$ cat config.mk
export PLATFORM = sky130hd
export DESIGN_NAME = pe_accumulator
export DESIGN_NICKNAME = d
export VERILOG_FILES = /design/src/rtl/pe_accumulator.sv
export SDC_FILE = /design/constraint.sdc
export NUM_CORES = 1
export LEC_CHECK = 0
export ABC_AREA = 1
export CORE_ASPECT_RATIO = 0.7
export CORE_MARGIN = 1.5
export CORE_UTILIZATION = 40
export CTS_CLUSTER_SIZE = 10
export DETAILED_ROUTE_END_ITERATION = 7
export PLACE_DENSITY = 0.73
export SYNTH_ARGS = -nofsm -noshare
export SYNTH_HDL_FRONTEND = slang
export SYNTH_SLANG_ARGS = --single-unit
export TNS_END_PERCENT = 50
$ cat constraint.sdc
create_clock -name clk -period 2.85 [get_ports clk]
set_clock_uncertainty 0.1 [all_clocks]
set_input_delay 0.57 -clock clk [delete_from_list [all_inputs] [get_ports clk]]
set_output_delay 0.57 -clock clk [all_outputs]
set_load 0.01 [all_outputs]
$ cat src/rtl/pe_accumulator.sv
// Output-side accumulator for the PE adder tree: feeds the running sum back as
// previous_sum, counts num_steps beats, then holds the result on a valid/ready port.
module pe_accumulator #(
  parameter int ACC_W = 20,
  parameter int LEN_W = 8
) (
  input  logic             clk,
  input  logic             rst,
  input  logic             start,
  input  logic [LEN_W-1:0] num_steps,
  output logic             busy,
  input  logic             in_valid,
  output logic             in_ready,
  input  logic [ACC_W-1:0] pe_sum,
  output logic [ACC_W-1:0] previous_sum,
  output logic             out_valid,
  input  logic             out_ready,
  output logic [ACC_W-1:0] out_data
);

  typedef enum logic [1:0] {
    S_IDLE = 2'd0,
    S_ACC  = 2'd1,
    S_DONE = 2'd2
  } state_t;

  state_t           state_q, state_d;
  logic [ACC_W-1:0] acc_q, acc_d;
  logic [LEN_W-1:0] cnt_q, cnt_d;
  logic [ACC_W-1:0] out_data_q, out_data_d;

  always_ff @(posedge clk or posedge rst) begin
    if (rst) begin
      state_q    <= S_IDLE;
      acc_q      <= '0;
      cnt_q      <= '0;
      out_data_q <= '0;
    end else begin
      state_q    <= state_d;
      acc_q      <= acc_d;
      cnt_q      <= cnt_d;
      out_data_q <= out_data_d;
    end
  end

  // Handshakes: a beat moves when in_valid & in_ready; the result moves when
  // out_valid & out_ready. All outputs derive from registered state only.
  always_comb begin
    state_d    = state_q;
    acc_d      = acc_q;
    cnt_d      = cnt_q;
    out_data_d = out_data_q;
    case (state_q)
      S_IDLE: begin
        if (start) begin
          if (num_steps != '0) begin
            state_d = S_ACC;
            acc_d   = '0;
            cnt_d   = num_steps;
          end else begin
            state_d    = S_DONE;
            out_data_d = '0;
          end
        end
      end
      S_ACC: begin
        if (in_valid) begin
          if (cnt_q > LEN_W'(1)) begin
            acc_d = pe_sum;
            cnt_d = cnt_q - LEN_W'(1);
          end else begin
            out_data_d = pe_sum;
            acc_d      = '0;
            cnt_d      = '0;
            state_d    = S_DONE;
          end
        end
      end
      S_DONE: begin
        if (out_ready) state_d = S_IDLE;
      end
      default: state_d = S_IDLE;
    endcase
  end

  // Feedback is zero outside ACC so no stale sum reaches the adder tree.
  assign busy         = (state_q != S_IDLE);
  assign in_ready     = (state_q == S_ACC);
  assign out_valid    = (state_q == S_DONE);
  assign previous_sum = (state_q == S_ACC) ? acc_q : '0;
  assign out_data     = out_data_q;

endmodule

Word-level counts from Yosys, hierarchy flattened
Cells that the tools add are included.

$add $sub $neg: 1. Order comparisons: 1. Eq/ne operators: 8. Mux-type cells: 22. Reductions and logical operators: 7.

Operators by type and width (number): two-way mux 20 bit (9); one-hot mux 20 bit (2 select lines) (2); two-way mux 8 bit (4); one-hot mux 8 bit (2 select lines) (1); two-way mux 2 bit (5); inequality test 2 bit, second input constant (5); greater-than comparator 8 x 1 -> 1 bit, second input constant (1); AND reduction 4 bit (2); nonzero test 8 bit (1); subtractor 8 x 1 -> 8 bit, second input constant (1); one-hot mux 2 bit (3 select lines) (1); AND reduction 5 bit (1); nonzero test 2 bit (2); == test 2 x 1 -> 1 bit, second input constant (1); == test 2 bit, second input constant (1); logical NOT 2 bit (1); inequality test 2 x 1 -> 1 bit, second input constant (1).

Register bits: 50. Input port bits: 33. Output and inout bits: 43. Logic and storage cells: 43.

Longest topological paths before layout
Word-level depth: 4. Gate-level depth with buffers: 11. Mapped depth without buffers: 11.

Least setup slack after synthesis
No wires, ideal clock.

Kind: register to output. Start: reg state_q[1]. End: out previous_sum[0]. Arrival time: 1.107 ns. Required time: 2.180 ns. Path slack: 1.073 ns. Cell stages (with the launch flop): 6. Path buffers: 2. Path through: dfrtp_1 -> inv_1 -> nand2_1 -> buf_2 -> buf_1 -> nor2_1.

Cells in the longest elaborated chain, start to end: 2.

Ends and longest elaborated chain: start, declared (line 27) `state_t state_q, state_d;`; start signal, assigned (line 39) `state_q <= state_d;`; == test 2 x 1 -> 1 bit (line 90) `assign previous_sum = (state_q == S_ACC) ? acc_q : '0;`; two-way mux 20 bit (line 90); end, declared (line 15) `output logic [ACC_W-1:0] previous_sum,`.

No other way between the ends.

Worst setup path in the final report
Start: reg state_q[1]. End: out previous_sum[15].

Same word-level chain as after synthesis.

==> results.md <==
* Status: completed
* Worst hold margin at 0.395 ns
* Wire length per cell at 13.5 um
* PwrDens at 1090 nW/um^2
* CTS max path bufs at 2
* DIE WIDTH at 99.7 um
* CTS Buf Count at 5
* Synth Instances at 341
* Post-CTS Hold Buffers at 0
* Worst skew pair latency at 0.30 ns
* Number of global-route vias before repair at 2,239
* Avg Cell Area, Syn at 7.68 um^2
* Global-route wire length before repair at 10.9 mm
* EDFF count, synth at 0
* Top cells by area, synth: dfrtp_1, nand2_1, nor2_1
* Placed cells at 485
* Synth Area in XOR/XNOR at 0.00669
* Post-synth cell types at 27
* Final setup TNS at 0 ns
* Fmax at 397 MHz
* Post-synthesis simple-gate area fraction at 0.273
* Largest net degree at the start of global routing at 48
* Die height at 70.7 um
* RR Endpoint: out_data[3]
* Starting density of the core at 0.417
* Post-synthesis register bit count at 50
* Post_cts resized at 0
* Share of the synthesized area in the top cell type at 0.478
* CP Cell Sequence: inv_1 -> nand2_1 -> buf_4 -> nor2_1 -> clkdlybuf4s50_1
* Layout Cells excl Fill at 493
* Minimum clock period at 2.52 ns
* Stages on worst setup path at 5
* Layout cells sized above 1 at 0.106
* Data required, critical path at 2.18 ns
* Die ar. at 7050 um^2
* FILL cells at 585
* Area Overhead vs Synth at 34.8%
* DRT iter0 DRCs at 126
* Initial antenna violation count at 0
* Max-Cap Viols at 0
* Rows at 24
* Worst R2R Path Depth at 10
* Worst-Margin Slew at 0.567 ns
* Worst path bufs/invs at 3
* Synth cell count leaders: nand2_1, nor2_1, dfrtp_1
* Setup bufs post-CTS at 0
* Final setup viols at 0
* Final #Nets at 449
* Crit path max-delay cell type: clkdlybuf4s50_1
* DRC Markers at 0
* Pre-CTS setup slack at 0.602 ns
* Total global routing overflow at 0
* CP Launch Point: state_q[1]
* Via-to-Cell Ratio at 4.77
* Yosys warning count at 0
* Final wirelength at 6.68 mm
* Critical-path maximum fanout at 29
* Adder-cell share of the synthesized area at 0.00956
* Port buffer count at 75
* Cell type with the largest total area after synthesis: dfrtp_1
* Clock transition at path regs at 0.09 ns
* Post-synthesis compound-gate area fraction at 0.135
* Hold WC Path Type: reg -> reg
* Reg2reg start: state_q[1]
* Core ar. at 6280 um^2
* GPL Wtd Cong at 0.875
* CTS tree: done
* Register area share after synthesis at 0.478
* Crit path largest cell delay at 0.56 ns
* Net Count, Synth at 376
* Cell Area, Synth at 2620 um^2
* R2R Setup Slk at 0.75 ns
* WS Path Type: reg -> out
* Relative slew slack at 0.621
* Count of pins over their slew limit at 0
* Maximum vdd drop at 571 uV
* Largest family of logic cells by synthesized area: simple AND/OR/NAND/NOR gates
* Most used DFF post-synth: dfrtp_1
* Min setup slack post-route at 0.333 ns
* Post-synthesis mux area share at 0
* Critical path arrival at 1.85 ns
* Number of clock sinks at 50
* Post-DP HPWL at 5.16 mm
* Startpoint types: flip-flop
* CP top delay family: buffers and inverters
* Crit. End Element: primary output
* Initial DRT Pass Iterations at 6
* Crit path to: previous_sum[15]
* Antenna cell count at 0
* Total GRT Usage at 0.198
* Routed vias at 2,351
* ANT nets after route at 0
* Lkg Pwr at 1.65 nW
* I/O pin count at 76
* RSZ-0062 raised after global routing: no
* Period utilisation layout at 0.883
* Post-synth ARST share at 1.00
* Endpoints failing hold at 0
* H-Tree Depth at 2
* CTS root buffer: clkbuf_8
* Count leader, synth: nand2_1
## worst min path at each step
stage / slack [ns] / start / endpoint / depth (start not counted)
after detailed placement: 0.38 / out_data[9] / out_data[9] / 2
after floorplan: 0.37 / cnt_q[1] / cnt_q[1] / 2
after CTS: 0.40 / out_data[9] / out_data[9] / 2
after global placement: 0.37 / out_data[11] / out_data[11] / 2
after global routing: 0.42 / out_data[10] / out_data[10] / 2
final: 0.40 / out_data[9] / out_data[9] / 2
## state kept, by name (all words and copies together) (netlist names)
register	cells
state_q	2
out_data	20
cnt_q	8
acc_q	20
## kinds of logic after synthesis
kind of cell | count (synthesis)
and+or+nand+nor | 180
buffers and inverters | 54
AOI/OAI and AO/OA | 53
DFF | 50
xor gates and xnor gates | 2
adders and majority gates | 2
## where the power goes
part	leakage, nW	switching, W	internal, W
sequential	0.638	0.000170	0.000999
combinational	0.959	0.00126	0.000922
clock	0.0514	0.000233	0.000262
## layout by cell type (no fill, tap or decap)
cell type	count
a21oi_1	3
buf_12	1
buf_4	6
bufinv_16	1
clkbuf_1	1
clkbuf_8	5
clkdlybuf4s50_1	75
clkinv_2	1
clkinvlp_4	1
dfrtp_1	50
ha_1	2
inv_1	33
inv_2	4
nand2_1	107
nand2_2	1
nand2_4	1
nand3_1	4
nand3_2	1
nand3b_1	1
nand4_1	2
nor2_1	61
nor2_2	1
nor2_4	1
o21ai_0	6
o21ai_1	22
o21ai_2	19
o21ai_4	1
o21bai_1	2
xnor2_1	2
## per-layer routing
layer	GRT usage	vias up	part of all wire
met2	0.296	52	0.44
met4	0.0469	0	0.0097
li1	-	1199	-
met5	0	-	0
met3	0.0415	7	0.050
met1	0.295	1093	0.50
## layout make-up
class                      count  area [um^2]  area share
clock inverter                 2         37.5      0.0106
timing repair buffer          82          816       0.231
clock buffer                   6         72.6      0.0206
inverter                      38          144      0.0408
multi-input combinational    237         1110       0.315
tap                           78         97.6      0.0276
sequential                    50         1250       0.354
## through the flow
step	area [um^2]	utilization	total power [W]
floorplan	2620	-	0.00260
global placement	3420	0.545	0.00330
detailed placement	3420	0.545	0.00337
CTS	3530	0.562	0.00387
global route	3530	0.562	0.00417
finish	3530	0.562	0.00384
## worst reg2reg max path, stage by stage (launching register included)
cell,delay (ns)
dfrtp_1,0.43
inv_1,0.11
nand2_1,0.06
buf_4,0.22
inv_2,0.09
buf_4,0.25
o21ai_4,0.14
nand3_2,0.09
buf_4,0.34
nand2_1,0.11
o21ai_1,0.10
Note: power is estimated with default switching activity, not from simulation.
==> variant: new RTL, same flow settings <==
The parameter `ACC_W` goes from 20 to 16.
--- a/src/rtl/pe_accumulator.sv
+++ b/src/rtl/pe_accumulator.sv
@@ -1,7 +1,7 @@
 // Output-side accumulator for the PE adder tree: feeds the running sum back as
 // previous_sum, counts num_steps beats, then holds the result on a valid/ready port.
 module pe_accumulator #(
-  parameter int ACC_W = 20,
+  parameter int ACC_W = 16,
   parameter int LEN_W = 8
 ) (
   input  logic             clk,
Ports: changed (resized out_data, pe_sum and previous_sum); port bits go from 76 to 64. No check against the original RTL was run, so the function may have changed too.
==> variant against the unedited design <==
- synthesized area down 5.5%
- final area down 9.5%
- register-to-register slack worse by 0.02 ns
- total power down 8.6%
- setup slack worse by 0.031 ns
- die area down 5.3%
- routed wire length down 15%
- sequential cell count down 8
- largest cell class is now multi-input gates
- largest power group unchanged
==> variant: results (changes against the unedited design) <==
adder-cell share of the synthesized area 0.01012 (was 0.009556); largest net degree at the start of global routing 43 (was 48); met2 global-route usage 0.2666 (was 0.2955); XOR/XNOR Fraction of Synth Area 0.007081 (was 0.006689); TritonRoute pass-1 iters 4 (was 6); residual overflow from global routing 0 (unchanged); DRT Wirelength 5.702 mm (was 6.675 mm); metal2 WL 2.303 mm (was 2.951 mm); GPL Wtd Cong 0.8887 (was 0.8750); Largest delay share family, worst path buffers and inverters (unchanged); H-tree levels 2 (unchanged); dpl hpwl 4.275 mm (was 5.156 mm); top cells by area, synth dfrtp_1 42%, o21ai_2 10%, nand2_1 8.8% (was dfrtp_1 48%, nand2_1 15%, nor2_1 8.7%); initial detailed-routing violation count 118 (was 126); Skew-Pair Late Insertion Delay 0.29 ns; root buffer cell clkbuf_8 (unchanged); M1 wire length 2.966 mm (was 3.324 mm); status complete, no violations (unchanged); via count 2017 (was 2351); top cells by count, synth 58 x nand2_1, 51 x nor2_1, 42 x dfrtp_1 (was 107 x nand2_1, 61 x nor2_1, 50 x dfrtp_1); Clk pin slew, worst setup/hold paths approximately 0.080 ns; Worst Tran Pin Value 0.5269 ns (was 0.5673 ns); diode count 0 (unchanged); worst vdd ir 0.4172 mV (was 0.5714 mV); Leakage 1.466 nW (was 1.649 nW); P_sw 1.599 mW (was 1.661 mW); initial antenna violation count 0 (unchanged); met3 WL post-DR 375 µm (was 334 µm); WP data arrival 1.88 ns (was 1.85 ns); GRT Util Overall 0.1846 (was 0.1976); M3 GR Usage 0.05040 (was 0.04150); layout cell share with drive strength beyond 1 0.2361 (was 0.1060); Clock Power Share 0.113 (was 0.129); Post CTS Setup Buffer Count 0 (unchanged); Placed Area 3103 µm² (was 3420 µm²); post-synthesis compound-gate area fraction 0.1482 (was 0.1347); vias in the first global route 1937 (was 2239); Synth top area share 0.4249 (was 0.4778); sequential area share after synthesis 0.4249 (was 0.4778); Max Fanout on Critical Path 23 (was 29); global-route wire length before repair 9.570 mm (was 10.87 mm); post-layout net count 390 (was 449); global-route track usage on met1 0.2739 (was 0.2948); syn_nets 329 (was 376); Num CTS Buffers 5 (unchanged); I/O Buffers 63 (was 75); Yosys cell types 25 (was 27); Logic power comb 2.08 mW (was 2.18 mW)
variant: cell count changes in the layout (fill, tap and decap cells not counted), sizes merged, moves of 5 or more:
cell and change:
nand2 -21, dfrtp -8, a21oi +7, o21ai -11
clkdlybuf4s50 -12, nor2 -5
variant: cell families (layout without fill, tap and decap cells):
logic type                 Yosys count  after routing
adders and majority gates            2              2
buffers and inverters               49            111
AOI/OAI and AO/OA                   47             47
DFF                                 42             42
xor gates and xnor gates             2              2
and+or+nand+nor                    156            156
variant: path summary, 6_finish.rpt:
path | start | slack [ns] | end | depth (start not counted)
max | state_q[1]$_DFFE_PP0P_ | 0.30 | previous_sum[7] | 4
min | out_data[6]$_DFFE_PP0P_ | 0.39 | out_data[6]$_DFFE_PP0P_ | 2
max reg2reg | state_q[1]$_DFFE_PP0P_ | 0.73 | out_data[11]$_DFFE_PP0P_ | 9
min reg2reg | out_data[6]$_DFFE_PP0P_ | 0.39 | out_data[6]$_DFFE_PP0P_ | 2
max in group asynchronous | rst | 1.67 | out_data[15]$_DFFE_PP0P_ | 3
min in group asynchronous | rst | 0.61 | acc_q[0]$_DFFE_PP0P_ | 3
variant: stage by stage:
stage	worst slack, ns	cells	total power [mW]	util	hold slack (ns)
2_1_floorplan	1.115	298	2.556	-	0.3711
3_3_place_gp	0.4656	427	3.083	0.5312	0.3803
3_5_place_dp	0.4863	427	3.129	0.5312	0.3758
4_1_cts	0.2891	435	3.536	0.5468	0.3958
5_1_grt	0.1776	435	3.816	0.5468	0.4108
6_report	0.3025	435	3.516	0.5468	0.3949
variant: cell type report:
cell class,count,area (µm²)
fill,550,2648
multi-input combinational,207,1141
sequential,42,1051
timing repair buffer,66,665.6
inverter,37,151.4
tap,75,93.84
clock buffer,7,86.33
clock inverter,1,5.005
